File: src/rtl/piso_serializer.sv
// Parallel-in serial-out shifter: captures a WIDTH-bit word under a valid/ready
// handshake and emits it one bit per cycle, with back-to-back frames allowed.
module piso_serializer #(
  parameter int WIDTH     = 4,
  parameter bit MSB_FIRST = 1'b1
) (
  input  logic             clk,
  input  logic             rst,
  input  logic [WIDTH-1:0] d,
  input  logic             load_valid,
  output logic             load_ready,
  output logic             sout,
  output logic             sout_valid,
  output logic             frame_start,
  output logic             done,
  output logic             dbg_shift_o
);

  localparam int CNT_W = $clog2(WIDTH + 1);

  typedef enum logic {
    IDLE  = 1'b0,
    SHIFT = 1'b1
  } state_e;

  state_e             state_q;
  logic [WIDTH-1:0]   shreg_q;
  logic [WIDTH-1:0]   shreg_d;
  logic [CNT_W-1:0]   cnt_q;
  logic               sout_q;
  logic               sout_valid_q;
  logic               frame_start_q;
  logic               done_q;
  logic               last_bit;
  logic               accept;
  logic               first_bit_d;
  logic               next_bit_d;

  // Handshake: a word on d is taken at a rising edge where load_valid and
  // load_ready are both high; load_ready is high when idle or on the last bit,
  // so a new frame can follow the previous one with no gap.
  always_comb begin
    last_bit    = (state_q == SHIFT) && (cnt_q == CNT_W'(1));
    load_ready  = (state_q == IDLE) || last_bit;
    accept      = load_valid && load_ready;
    first_bit_d = MSB_FIRST ? d[WIDTH-1] : d[0];
    next_bit_d  = MSB_FIRST ? shreg_q[WIDTH-2] : shreg_q[1];
    shreg_d     = MSB_FIRST ? {shreg_q[WIDTH-2:0], 1'b0} : {1'b0, shreg_q[WIDTH-1:1]};
  end

  // cnt_q counts the bits still owed, including the one currently on sout.
  always_ff @(posedge clk or negedge rst) begin
    if (!rst) begin
      state_q       <= IDLE;
      shreg_q       <= '0;
      cnt_q         <= '0;
      sout_q        <= 1'b0;
      sout_valid_q  <= 1'b0;
      frame_start_q <= 1'b0;
      done_q        <= 1'b0;
    end else if (accept) begin
      state_q       <= SHIFT;
      shreg_q       <= d;
      cnt_q         <= CNT_W'(WIDTH);
      sout_q        <= first_bit_d;
      sout_valid_q  <= 1'b1;
      frame_start_q <= 1'b1;
      done_q        <= 1'b0;
    end else if (state_q == SHIFT) begin
      if (last_bit) begin
        state_q       <= IDLE;
        shreg_q       <= '0;
        cnt_q         <= '0;
        sout_q        <= 1'b0;
        sout_valid_q  <= 1'b0;
        frame_start_q <= 1'b0;
        done_q        <= 1'b0;
      end else begin
        shreg_q       <= shreg_d;
        cnt_q         <= cnt_q - CNT_W'(1);
        sout_q        <= next_bit_d;
        sout_valid_q  <= 1'b1;
        frame_start_q <= 1'b0;
        done_q        <= (cnt_q == CNT_W'(2));
      end
    end
  end

  assign sout        = sout_q;
  assign sout_valid  = sout_valid_q;
  assign frame_start = frame_start_q;
  assign done        = done_q;
  assign dbg_shift_o = (state_q == SHIFT);

endmodule

File: config.mk
export PLATFORM = sky130hd
export DESIGN_NAME = piso_serializer
export DESIGN_NICKNAME = d
export VERILOG_FILES = /design/src/rtl/piso_serializer.sv
export SDC_FILE = /design/constraint.sdc
export NUM_CORES = 1
export LEC_CHECK = 0
export ABC_AREA = 1
export BUFFER_PORTS_ARGS = -buffer_cell sky130_fd_sc_hd__buf_2
export CAP_MARGIN = 10
export CORE_MARGIN = 2
export CORE_UTILIZATION = 40
export CTS_BUF_LIST = sky130_fd_sc_hd__clkbuf_8
export CTS_CLUSTER_SIZE = 30
export DETAILED_ROUTE_END_ITERATION = 16
export PLACE_DENSITY_LB_ADDON = 0.1
export SYNTH_ARGS = -nofsm -noshare
export SYNTH_HDL_FRONTEND = slang
export SYNTH_SLANG_ARGS = --single-unit
File: constraint.sdc
create_clock -name clk -period 2.6 [get_ports clk]
set_clock_uncertainty 0.05 [all_clocks]
set_input_delay 0.13 -clock clk [delete_from_list [all_inputs] [get_ports clk]]
set_output_delay 0.13 -clock clk [all_outputs]
set_load 0.05 [all_outputs]
; ---- Word level (Yosys, flattened, before mapping)
; Index checks and enable logic that the tools add are counted.
; W data, S select, Z words.
[word_totals]
elab_cells = 34
ff_bits = 11
[classes]
eq_ne = 2
add_sub_neg = 1
mux = 19
bitwise_logic = 1
n_reduce_logical = 4
[op_table]
columns = op, count
row1 = $mux W3, 6
row2 = $mux W1, 13
row3 = $eq A3 B1 Y1 const B, 1
row4 = $eq A3 B2 Y1 const B, 1
row5 = $sub A3 B1 Y3 const B, 1
row6 = $logic_and A1 B1 Y1, 2
row7 = $reduce_bool A2 Y1, 1
row8 = $logic_or A1 B1 Y1, 1
row9 = $not A1 Y1, 1

; ---- Logic depth before layout (Yosys ltp)
; Gate-level depths: netlist (run 1).
[depth]
ltp_word = 5
mapped_depth = 7
ltp_nobuf = 7

; ---- Worst setup path before layout (run 1)
; Ideal clock, no wire load.
[synth_path]
kind = reg-to-reg
from = register state_q (netlist: dbg_shift_o)
to = register cnt_q[2]
slack_ns = 1.124
required_ns = 2.409
path_stages_with_launch = 5
period_less_slack_ns = 1.476
path_buffers = 1
arrival_time_ns = 1.284
setup_time_ns = 0.141
cell_sequence = dfrtp_1 > buf_6 > nand2_2 > nand2_1 > o211ai_1
[synth_via]
elab_chain_len = 4
elab_cells_between_ends = 8
classes_between = mux: 3 / bitwise: 1 / reduce/logical: 4
[synth_rtl]
columns = item, line_no
row1 = "start, declared", 26  ; state_e state_q;
row2 = "start signal, assigned", 54  ; state_q <= IDLE;
row3 = "start signal, assigned", 62  ; state_q <= SHIFT;
row4 = "start signal, assigned", 71  ; state_q <= IDLE;
row5 = $logic_and A1 B1 Y1 or $not A1 Y1 (tied branches), "43, 44"
row6 = $logic_or A1 B1 Y1 *, 44  ; load_ready = (state_q == IDLE) || last_bit;
row7 = via load_ready, 11  ; output logic load_ready,
row8 = $logic_and A1 B1 Y1 *, 45  ; accept = load_valid && load_ready;
row9 = $mux W3 or $reduce_bool A2 Y1 (tied branches), -
row10 = "end signal, assigned", 64  ; cnt_q <= CNT_W'(WIDTH);
row11 = "end signal, assigned", 80  ; cnt_q <= cnt_q - CNT_W'(1);
row12 = "end, declared", 29  ; logic [CNT_W-1:0] cnt_q;
; The timed path passes the listed nets; every way through them passes the cells marked *. The select of a mux whose other input is x is not followed.
; A chain may end at the register's enable or synchronous reset.

; ---- Final worst setup path (run 1)
[layout_path]
from = register cnt_q[1]
to = output load_ready
[layout_via]
elab_chain_len = 3
[layout_rtl]
columns = item, line_no
row1 = $eq A3 B1 Y1, 43  ; last_bit = (state_q == SHIFT) && (cnt_q == CNT_W'(1));
row2 = $logic_and A1 B1 Y1, 43
row3 = $logic_or A1 B1 Y1, 44
row4 = "end, declared", 11
; Every way passes these cells.

==> out/metrics.cfg, run 1 <==
[run_status]
status = finished, final reports clean

[synthesis]
synth-simple-area-share_pct = 23.2
synth_xor_area_share_pct = 1.59
synth_area_per_cell_um2 = 9.15
area_leader_netlist = sky130_fd_sc_hd__dfrtp_1
ys_top_cells_by_area = sky130_fd_sc_hd__dfrtp_1 50%, sky130_fd_sc_hd__nand2_1 9.6%, sky130_fd_sc_hd__ha_1 6.8%
ys_seq_elements = 11
synth_fa_ha_area_share_pct = 6.83
post-synth-top-area-fraction_pct = 50.1
sequential_to_total_area_share_from_yosys_stat_pct = 50.1
yosysWarningCount = 0
netlist-cell-type-count = 17
main_combinational_cell_family_by_area_after_synthesis = simple AND/OR/NAND/NOR gates
postSynthNetCount = 70
netlist_area_um2 = 549
netlist_instances = 60
synth.area.mux_share_pct = 0
synth_compound_gate_area_share_pct = 10.0

[timing]
report.final.slew_viol_count = 0
max_slew.worst_pin.slew_ns = 0.306
maxSlewHeadroom_pct = 79.6
timing.final.hold_violations = 0
final.period_utilization_pct = 61.5
max_freq_mhz = 626
totalNegativeSetupSlack_ns = 0
fin_hold_ws_ns = 0.0859
rsz_0062_raised_after_global_routing = false
timing.final.crit_period_ns = 1.60
setup_viol_count_final = 0

[critical_path]
crit_path_top_delay_cell = sky130_fd_sc_hd__dfrtp_1
end_kind = output pin
crit_required_ns = 2.42
worstSetupStartpointType = register
critical-path-max-stage-delay_ns = 0.37
crit_fanout = 10
crit_arrival_ns = 1.42
cp_cell_sequence = inv_1 -> ha_1 -> nand2_4 -> nand2_2 -> buf_2
criticalPathCategory = register to output pin

[clock_tree]
clock_transition_at_the_registers_of_the_reported_paths_ns = 0.05
cts_buffers = 3
max_clock_buf_depth = 2
post_cts_resized = 0
tritoncts_clock_tree = done
clock_tree.htree_level_count = 1
clock_sinks = 11
insertion_delay_ns = 0.23
root_buffer = sky130_fd_sc_hd__clkbuf_8

[cells_and_area]
antenna_cells_inserted = 0
nNetsFinal = 87
final_cell_area_um2 = 672
final_common_cell = sky130_fd_sc_hd__nand2_1
finish.cell_count_without_fillers = 91
commonest_cells_after_routing_fill_and_taps_aside = 14 x sky130_fd_sc_hd__nand2_1, 12 x sky130_fd_sc_hd__buf_2, 11 x sky130_fd_sc_hd__dfrtp_1, 8 x sky130_fd_sc_hd__inv_1, 7 x sky130_fd_sc_hd__nand3_1
area_growth_syn_to_layout_pct = 22.3
ratio_of_cells_with_drive_above_1_in_the_final_layout_pct = 30.3

[run]
maxCapViolations = 0

[global_routing]
largest_net_degree_at_the_start_of_global_routing = 12
globalRouteOverflowTotal = 0
grt_usage_pct = 14.7
first_pass_grt_wire_length_um = 1600
antenna_found_initial = 0
vias_in_the_first_global_route = 370

[floorplan]
die_y_um = 41.1
placementRows = 13
fp.dieArea_um2 = 1690
die_w_um = 41.1
ioPinCount = 13
start_util_pct = 42.7
coreArea_um2 = 1280

[power_and_ir_drop]
leakage_nw = 0.355
relative_contribution_of_the_clock_network_to_total_power_pct = 18.3
power_density_nw_per_um2 = 1340
switching_power_uw = 420
swShare_pct = 46.6
power_frac_seq_pct = 33.2
ir_drop_mv = 0.684
power.combinational.fraction_pct = 48.6
internal_power_uw = 481

[place]
gp_congestion = 0.769
dp_cell_count = 86
placed_area_um2 = 617
place.port_buffers = 12

[routing]
drtIter0Drc = 4
drt.antenna.violating_nets = 0
wl_um = 967
remaining_drc_errors = 0
detail_routed_via_count_per_cell = 4.53
vias = 412
drt_first_pass_iters = 4
avgRoutedWirePerCell_um = 10.6

[worst_hold_path]
worstHoldPathType = primary input to register

[cells by family after synthesis]
| family | count (synthesis) |
|---|---|
| compound gates | 8 |
| xor+xnor | 1 |
| fa+ha+maj | 3 |
| flops | 11 |
| simple gates | 27 |
| buf+inv | 10 |
[metal layers]
metal	vias up	GRT usage, %	share of wire (%)
met1	181	19.7	52
met2	9	21.9	43
met5	-	0	0
met4	0	5.00	0
met3	0	4.89	4.3
li1	222	-	-
[synthesized netlist by cell type]
cell type and number:
sky130_fd_sc_hd__xnor2_1 1, sky130_fd_sc_hd__ha_1 3, sky130_fd_sc_hd__nand2_4 1, sky130_fd_sc_hd__nand2_1 14, sky130_fd_sc_hd__nand3_1 7, sky130_fd_sc_hd__nor2_4 1, sky130_fd_sc_hd__nor2_1 3, sky130_fd_sc_hd__nand2_2 1
sky130_fd_sc_hd__a21oi_1 1, sky130_fd_sc_hd__o21ai_0 2, sky130_fd_sc_hd__o211ai_1 1, sky130_fd_sc_hd__inv_2 2, sky130_fd_sc_hd__dfrtp_1 11, sky130_fd_sc_hd__a21oi_2 3, sky130_fd_sc_hd__inv_1 7, sky130_fd_sc_hd__o22ai_1 1
sky130_fd_sc_hd__buf_6 1
[final cells by class]
class / instances / area, um2
Clock buffer: 3 / 41.3
Clock inverter: 1 / 3.75
Fill cell: 131 / 613
Inverter: 9 / 33.8
Multi-Input combinational cell: 39 / 229
Sequential cell: 11 / 275
Tap cell: 15 / 18.8
Timing Repair Buffer: 13 / 70.1
[sequential cells by signal, summed over array words and instances, names as in the netlist]
register,flops
cnt_q,3
dbg_shift_o,1
done,1
frame_start,1
shreg_q,3
sout,1
sout_valid,1
[final timing paths]
kind | startpoint | to | slack [ns] | cells after the start
setup / recovery | cnt_q[1] | load_ready | 1.00 | 5
hold / removal | d[0] | shreg_q[0] | 0.09 | 3
setup reg to reg | cnt_q[1] | sout | 1.34 | 6
hold reg to reg | frame_start | frame_start | 0.42 | 2
max in group asynchronous | rst | cnt_q[1] | 2.04 | 2
min in group asynchronous | rst | dbg_shift_o | 0.25 | 2
[stage by stage]
step	util, %	total power [mW]	setup slack [ns]
after global placement	48.0	0.738	1.26
final	52.3	0.901	1.00
after global routing	52.3	0.982	0.879
after detailed placement	48.0	0.743	1.24
after CTS	52.3	0.915	0.982
after floorplan	-	0.661	1.12
[power groups by stage]
stage,logic [mW],registers [mW],clock network (mW)
floorplan,0.272,0.389,0
global placement,0.439,0.299,0
detailed placement,0.441,0.302,0
CTS,0.444,0.299,0.172
global route,0.483,0.314,0.185
finish,0.438,0.299,0.164
[critical path: cells and delay by family (launching register included)]
kind,cells,cell delay [ns]
simple gates,2,0.23
buf+inv,2,0.38
flops,1,0.37
fa+ha+maj,1,0.20
[timing repair]
| action | 4_1_cts | 5_1_grt |
|---|---|---|
| hold buffers | 1 | 0 |
| setup buffers | 0 | 0 |
| hold endpoints to repair | 11 | 0 |
No activity file was read; power rests on OpenSTA's default activity.
==> run 2: changes to the inputs <==
clock period = 1.5 ns   (was 2.6 ns; I/O delays follow)
==> out/metrics.cfg, run 2 (synthesis gave the netlist of run 1 again) <==
[run_status]
status = finished, final reports clean  ; unchanged

[cells_and_area]
fill_cells = 128  ; was 131
reg.largest.list = cnt_q x3, shreg_q x3  ; unchanged
commonest_cells_after_routing_fill_and_taps_aside = 14 x sky130_fd_sc_hd__nand2_1, 11 x sky130_fd_sc_hd__dfrtp_1, 11 x sky130_fd_sc_hd__buf_2, 8 x sky130_fd_sc_hd__inv_1, 7 x sky130_fd_sc_hd__nand3_1  ; was 14 x sky130_fd_sc_hd__nand2_1, 12 x sky130_fd_sc_hd__buf_2, 11 x sky130_fd_sc_hd__dfrtp_1, 8 x sky130_fd_sc_hd__inv_1, 7 x sky130_fd_sc_hd__nand3_1
area_growth_syn_to_layout_pct = 24.4  ; was 22.3%
ratio_of_cells_with_drive_above_1_in_the_final_layout_pct = 30.3  ; unchanged
nNetsFinal = 87  ; unchanged
antenna_cells_inserted = 0  ; unchanged
final_common_cell = sky130_fd_sc_hd__nand2_1  ; unchanged

[power_and_ir_drop]
power_density_nw_per_um2 = 2350  ; was 1340 nW/um2
ir_drop_mv = 1.30  ; was 0.684 mV
leakage_nw = 0.358  ; was 0.355 nW

[routing]
detail_routed_via_count_per_cell = 4.66  ; was 4.53
avgRoutedWirePerCell_um = 10.9  ; was 10.6 um
drtIter0Drc = 6  ; was 4
wl_um = 993  ; was 967 um
vias = 424  ; was 412
drt_first_pass_iters = 4  ; unchanged
drt.antenna.violating_nets = 0  ; unchanged
remaining_drc_errors = 0  ; unchanged

[global_routing]
antenna_found_initial = 0  ; unchanged
globalRouteOverflowTotal = 0  ; unchanged
grt_usage_pct = 15.8  ; was 14.7%
vias_in_the_first_global_route = 379  ; was 370
largest_net_degree_at_the_start_of_global_routing = 12  ; unchanged
first_pass_grt_wire_length_um = 1590  ; was 1600 um

[timing]
timing.final.crit_period_ns = 1.40
timing.final.hold_violations = 0  ; unchanged
finalWorstSetupSlack_ns = 0.0970  ; was 1.00 ns
maxSlewHeadroom_pct = 77.0  ; was 79.6%
max_freq_mhz = 713
rsz_0062_raised_after_global_routing = false  ; unchanged
setup_viol_count_final = 0  ; unchanged
max_slew.worst_pin.slew_ns = 0.345  ; was 0.306 ns
totalNegativeSetupSlack_ns = 0  ; unchanged
report.final.slew_viol_count = 0  ; unchanged
final.period_utilization_pct = 93.5

[critical_path]
crit_fanout = 10  ; unchanged
critical_path.top_delay_family = flip-flops  ; was buffers and inverters
critical_path.n_buffers_inverters = 2  ; unchanged
end_kind = output pin  ; unchanged
worstSetupStartpointType = register  ; unchanged
critPathMostFrequentCell = sky130_fd_sc_hd__nand2_4
crit_arrival_ns = 1.28  ; was 1.42 ns
crit_path_top_delay_cell = sky130_fd_sc_hd__dfrtp_1  ; unchanged
cp_cell_sequence = inv_1 -> ha_1 -> nand2_4 -> nand2_4 -> buf_6  ; was inv_1 -> ha_1 -> nand2_4 -> nand2_2 -> buf_2
register_to_register_setup_slack_ns = 0.27  ; was 1.34 ns
critical-path-max-stage-delay_ns = 0.37  ; about the same
crit_required_ns = 1.37  ; was 2.42 ns
criticalPathCategory = register to output pin  ; unchanged

[floorplan]
coreArea_um2 = 1280  ; unchanged
fp.dieArea_um2 = 1690  ; unchanged
placementRows = 13  ; unchanged
start_util_pct = 42.7  ; unchanged
die_y_um = 41.1  ; unchanged
ioPinCount = 13  ; unchanged
die_w_um = 41.1  ; unchanged

[clock_tree]
insertion_delay_ns = 0.24  ; was 0.23 ns
tritoncts_clock_tree = done  ; unchanged
cts_buffers = 3  ; unchanged
root_buffer = sky130_fd_sc_hd__clkbuf_8  ; unchanged
clock_tree.htree_level_count = 1  ; unchanged
max_clock_buf_depth = 2  ; unchanged
cts.repair_timing.setup_buffer_count = 0  ; unchanged
clock_sinks = 11  ; unchanged
clock_transition_at_the_registers_of_the_reported_paths_ns = 0.05  ; about the same

[run]
maxCapViolations = 0  ; unchanged

[place]
detailedPlacementHpwl_um = 719
setup_slack_at_placement_ns = 0.196  ; was 1.24 ns
place.port_buffers = 12  ; unchanged
gp_congestion = 0.767  ; was 0.769

[worst_hold_path]
worstHoldPathType = primary input to register  ; unchanged

[run 2: through the flow]
stage / cell area [um2] / std cells / total power, mW / hold WS, ns / utilization [%]
4_1_cts: 678 / 91 / 1.63 / 0.00442 / 52.8
3_5_place_dp: 617 / 86 / 1.30 / -0.0901 / 48.0
6_report: 683 / 91 / 1.61 / 0.00974 / 53.2
2_1_floorplan: 549 / 60 / 1.15 / -0.271 / -
5_1_grt: 683 / 91 / 1.75 / 0.0120 / 53.2
3_3_place_gp: 617 / 86 / 1.28 / -0.0924 / 48.0
[run 2: final timing paths]
kind,start,end,depth (start not counted)
worst max-delay path,cnt_q[1],load_ready,5
worst min register to register,frame_start,frame_start,2
worst max register to register,cnt_q[1],sout,6
min in group asynchronous,rst,cnt_q[2],2
worst min-delay path,d[0],shreg_q[0],3
max in group asynchronous,rst,dbg_shift_o,2
[run 2: cell type report]
| type | instances | area [um2] | share of cell area (%) |
|---|---|---|---|
| sequential | 11 | 275 | 40.3 |
| multi-input combinational | 39 | 234 | 34.2 |
| timing repair buffer | 13 | 76.3 | 11.2 |
| clock buffer | 3 | 41.3 | 6.04 |
| inverter | 9 | 33.8 | 4.95 |
| tap | 15 | 18.8 | 2.75 |
| clock inverter | 1 | 3.75 | 0.549 |
[run 2: worst min-delay path, delay by kind of cell]
family	cells	cell delay, ns
buf+inv	1	0.07
simple gates	2	0.11
[run 2: repair_timing]
item,in CTS,in global routing
hold buffers,1,0
setup endpoints to repair,1,1
resized for setup,2,1
endpoints found under the hold margin,11,0
pin swaps,0,0
[run 2: power breakdown]
part | internal, mW | leakage [nW] | total (mW) | switching, mW
Clock | 0.179 | 0.0269 | 0.287 | 0.107
Sequential | 0.423 | 0.135 | 0.519 | 0.0962
Combinational | 0.262 | 0.196 | 0.803 | 0.541
Total | 0.864 | 0.358 | 1.61 | 0.745
[run 2: per-layer routing]
metal,track usage [%],wire [um],vias up
li1,-,-,223
met1,19.1,486,186
met2,21.5,429,11
met3,6.52,47,4
met4,12.5,29,0
met5,0,0,-
==> run 3: changes to the inputs <==
REMOVE_ABC_BUFFERS = 1   (was unset)
SETUP_SLACK_MARGIN = 0.4   (was unset)
==> out/metrics.cfg, run 3 (synthesis gave the netlist of run 1 again) <==
[routing]
remaining_drc_errors = 0  ; unchanged
detail_routed_via_count_per_cell = 4.86  ; was 4.66
avgRoutedWirePerCell_um = 11.5  ; was 10.9 um
wl_um = 1120  ; was 993 um
drtIter0Drc = 7  ; was 6
drt.antenna.violating_nets = 0  ; unchanged
drt_first_pass_iters = 4  ; unchanged
vias = 471  ; was 424

[cells_and_area]
final_util_pct = 59.7  ; was 53.2%
fill_cells = 115  ; was 128
area_growth_syn_to_layout_pct = 39.6  ; was 24.4%
reg.largest.list = cnt_q x3, shreg_q x3  ; unchanged
nNetsFinal = 93  ; was 87
final_common_cell = sky130_fd_sc_hd__nand2_1  ; unchanged
antenna_cells_inserted = 0  ; unchanged
finish.cell_count_without_fillers = 97  ; was 91
ratio_of_cells_with_drive_above_1_in_the_final_layout_pct = 42.7  ; was 30.3%
commonest_cells_after_routing_fill_and_taps_aside = 13 x sky130_fd_sc_hd__nand2_1, 10 x sky130_fd_sc_hd__dfrtp_1, 10 x sky130_fd_sc_hd__buf_2  ; was 14 x sky130_fd_sc_hd__nand2_1, 11 x sky130_fd_sc_hd__dfrtp_1, 11 x sky130_fd_sc_hd__buf_2, 8 x sky130_fd_sc_hd__inv_1, 7 x sky130_fd_sc_hd__nand3_1

[timing]
final.period_utilization_pct = 84.2  ; was 93.5%
max_freq_mhz = 792  ; was 713 MHz
rsz_0062_raised_after_global_routing = true  ; was false
max_slew.worst_pin.slew_ns = 0.263  ; was 0.345 ns
setup_viol_count_final = 0  ; unchanged
maxSlewHeadroom_pct = 82.4  ; was 77.0%
totalNegativeSetupSlack_ns = 0  ; unchanged
timing.final.crit_period_ns = 1.26  ; was 1.40 ns
report.final.slew_viol_count = 0  ; unchanged
timing.final.hold_violations = 0  ; unchanged
fin_hold_ws_ns = 0.0122  ; was 0.00974 ns

[worst_hold_path]
min_path_cells = 3  ; unchanged
worstHoldPathType = primary input to register  ; unchanged

[place]
detailedPlacementHpwl_um = 716  ; was 719 um
dp_cell_count = 86  ; unchanged
place.port_buffers = 12  ; unchanged
gp_congestion = 0.768  ; was 0.767

[power_and_ir_drop]
leakage_nw = 0.392  ; was 0.358 nW
power_density_nw_per_um2 = 2410  ; was 2350 nW/um2
power_total_mw = 1.85  ; was 1.61 mW
ir_drop_mv = 1.11  ; was 1.30 mV

[global_routing]
first_pass_grt_wire_length_um = 1730  ; was 1590 um
globalRouteOverflowTotal = 0  ; unchanged
antenna_found_initial = 0  ; unchanged
vias_in_the_first_global_route = 422  ; was 379
largest_net_degree_at_the_start_of_global_routing = 12  ; unchanged
grt_usage_pct = 16.6  ; was 15.8%

[clock_tree]
cts_buffers = 3  ; unchanged
max_clock_buf_depth = 2  ; unchanged
clock_sinks = 11  ; unchanged
clock_transition_at_the_registers_of_the_reported_paths_ns = 0.05  ; about the same
insertion_delay_ns = 0.24  ; about the same
root_buffer = sky130_fd_sc_hd__clkbuf_8  ; unchanged
clock_tree.htree_level_count = 1  ; unchanged
tritoncts_clock_tree = done  ; unchanged

[critical_path]
crit_fanout = 4  ; was 10
cp_cell_sequence = ha_4 -> nand2_4 -> nand2_8 -> buf_8  ; was inv_1 -> ha_1 -> nand2_4 -> nand2_4 -> buf_6
crit_required_ns = 1.37  ; about the same
worstSetupStartpointType = register  ; unchanged
critical-path-max-stage-delay_ns = 0.41  ; was 0.37 ns
ff2ff_path_depth = 6  ; unchanged
crit_arrival_ns = 1.14  ; was 1.28 ns
crit_path_top_delay_cell = sky130_fd_sc_hd__dfrtp_1  ; unchanged
criticalPathCategory = register to output pin  ; unchanged
end_kind = output pin  ; unchanged

[floorplan]
start_util_pct = 42.7  ; unchanged
die_w_um = 41.1  ; unchanged
die_y_um = 41.1  ; unchanged
placementRows = 13  ; unchanged
coreArea_um2 = 1280  ; unchanged
fp.dieArea_um2 = 1690  ; unchanged
ioPinCount = 13  ; unchanged

[run]
maxCapViolations = 0  ; unchanged

[run_status]
status = finished, final reports clean  ; unchanged

-- run 3: worst paths after layout --
check | startpoint | to | slack, ns
max in group asynchronous | rst | dbg_shift_o | 0.98
worst max-delay path | cnt_q[0] | load_ready | 0.24
worst max register to register | cnt_q[0] | cnt_q[2] | 0.28
min in group asynchronous | rst | frame_start | 0.19
worst min-delay path | d[0] | shreg_q[0] | 0.01
worst min register to register | sout_valid | sout_valid | 0.43
-- run 3: timing repair --
item / CTS / global route
setup buffers: 6 / 0
pin swaps: 1 / 0
resized for setup: 13 / 2
endpoints found under the hold margin: 11 / 0
endpoints found under the setup margin: 13 / 13
hold buffers: 1 / 0
-- run 3: per-layer routing --
| metal | global-route usage [%] | vias to the layer above | wire length (um) |
|---|---|---|---|
| met4 | 7.50 | 0 | 23 |
| met5 | 0 | - | 0 |
| met1 | 18.4 | 218 | 469 |
| li1 | - | 234 | - |
| met2 | 28.5 | 15 | 578 |
| met3 | 4.89 | 4 | 47 |
-- run 3: power breakdown --
| group | switching, mW | internal [mW] |
|---|---|---|
| sequential | 0.113 | 0.425 |
| combinational | 0.607 | 0.410 |
| clock | 0.111 | 0.180 |
| total | 0.831 | 1.02 |
-- run 3: final cells by class --
type / instances / area [um2] / share of cell area [%]
Timing Repair Buffer: 19 / 128 / 16.6
Tap cell: 15 / 18.8 / 2.45
Sequential cell: 11 / 277 / 36.1
Inverter: 9 / 33.8 / 4.40
Multi-Input combinational cell: 39 / 265 / 34.6
Clock buffer: 3 / 41.3 / 5.38
Clock inverter: 1 / 3.75 / 0.489
-- run 3: worst max-delay path, delay by kind of cell (launching register included) --
kind                       cells  cell delay (ns)
and+or+nand+nor                2             0.15
buffers and inverters          1             0.15
DFF                            1             0.41
adders and majority gates      1             0.18
-- run 3: stage by stage --
| step | setup slack (ns) | cell area (um2) |
|---|---|---|
| 2_1_floorplan | -0.0821 | 538 |
| 3_3_place_gp | 0.211 | 617 |
| 3_5_place_dp | 0.183 | 617 |
| 4_1_cts | 0.252 | 759 |
| 5_1_grt | 0.197 | 767 |
| 6_report | 0.238 | 767 |
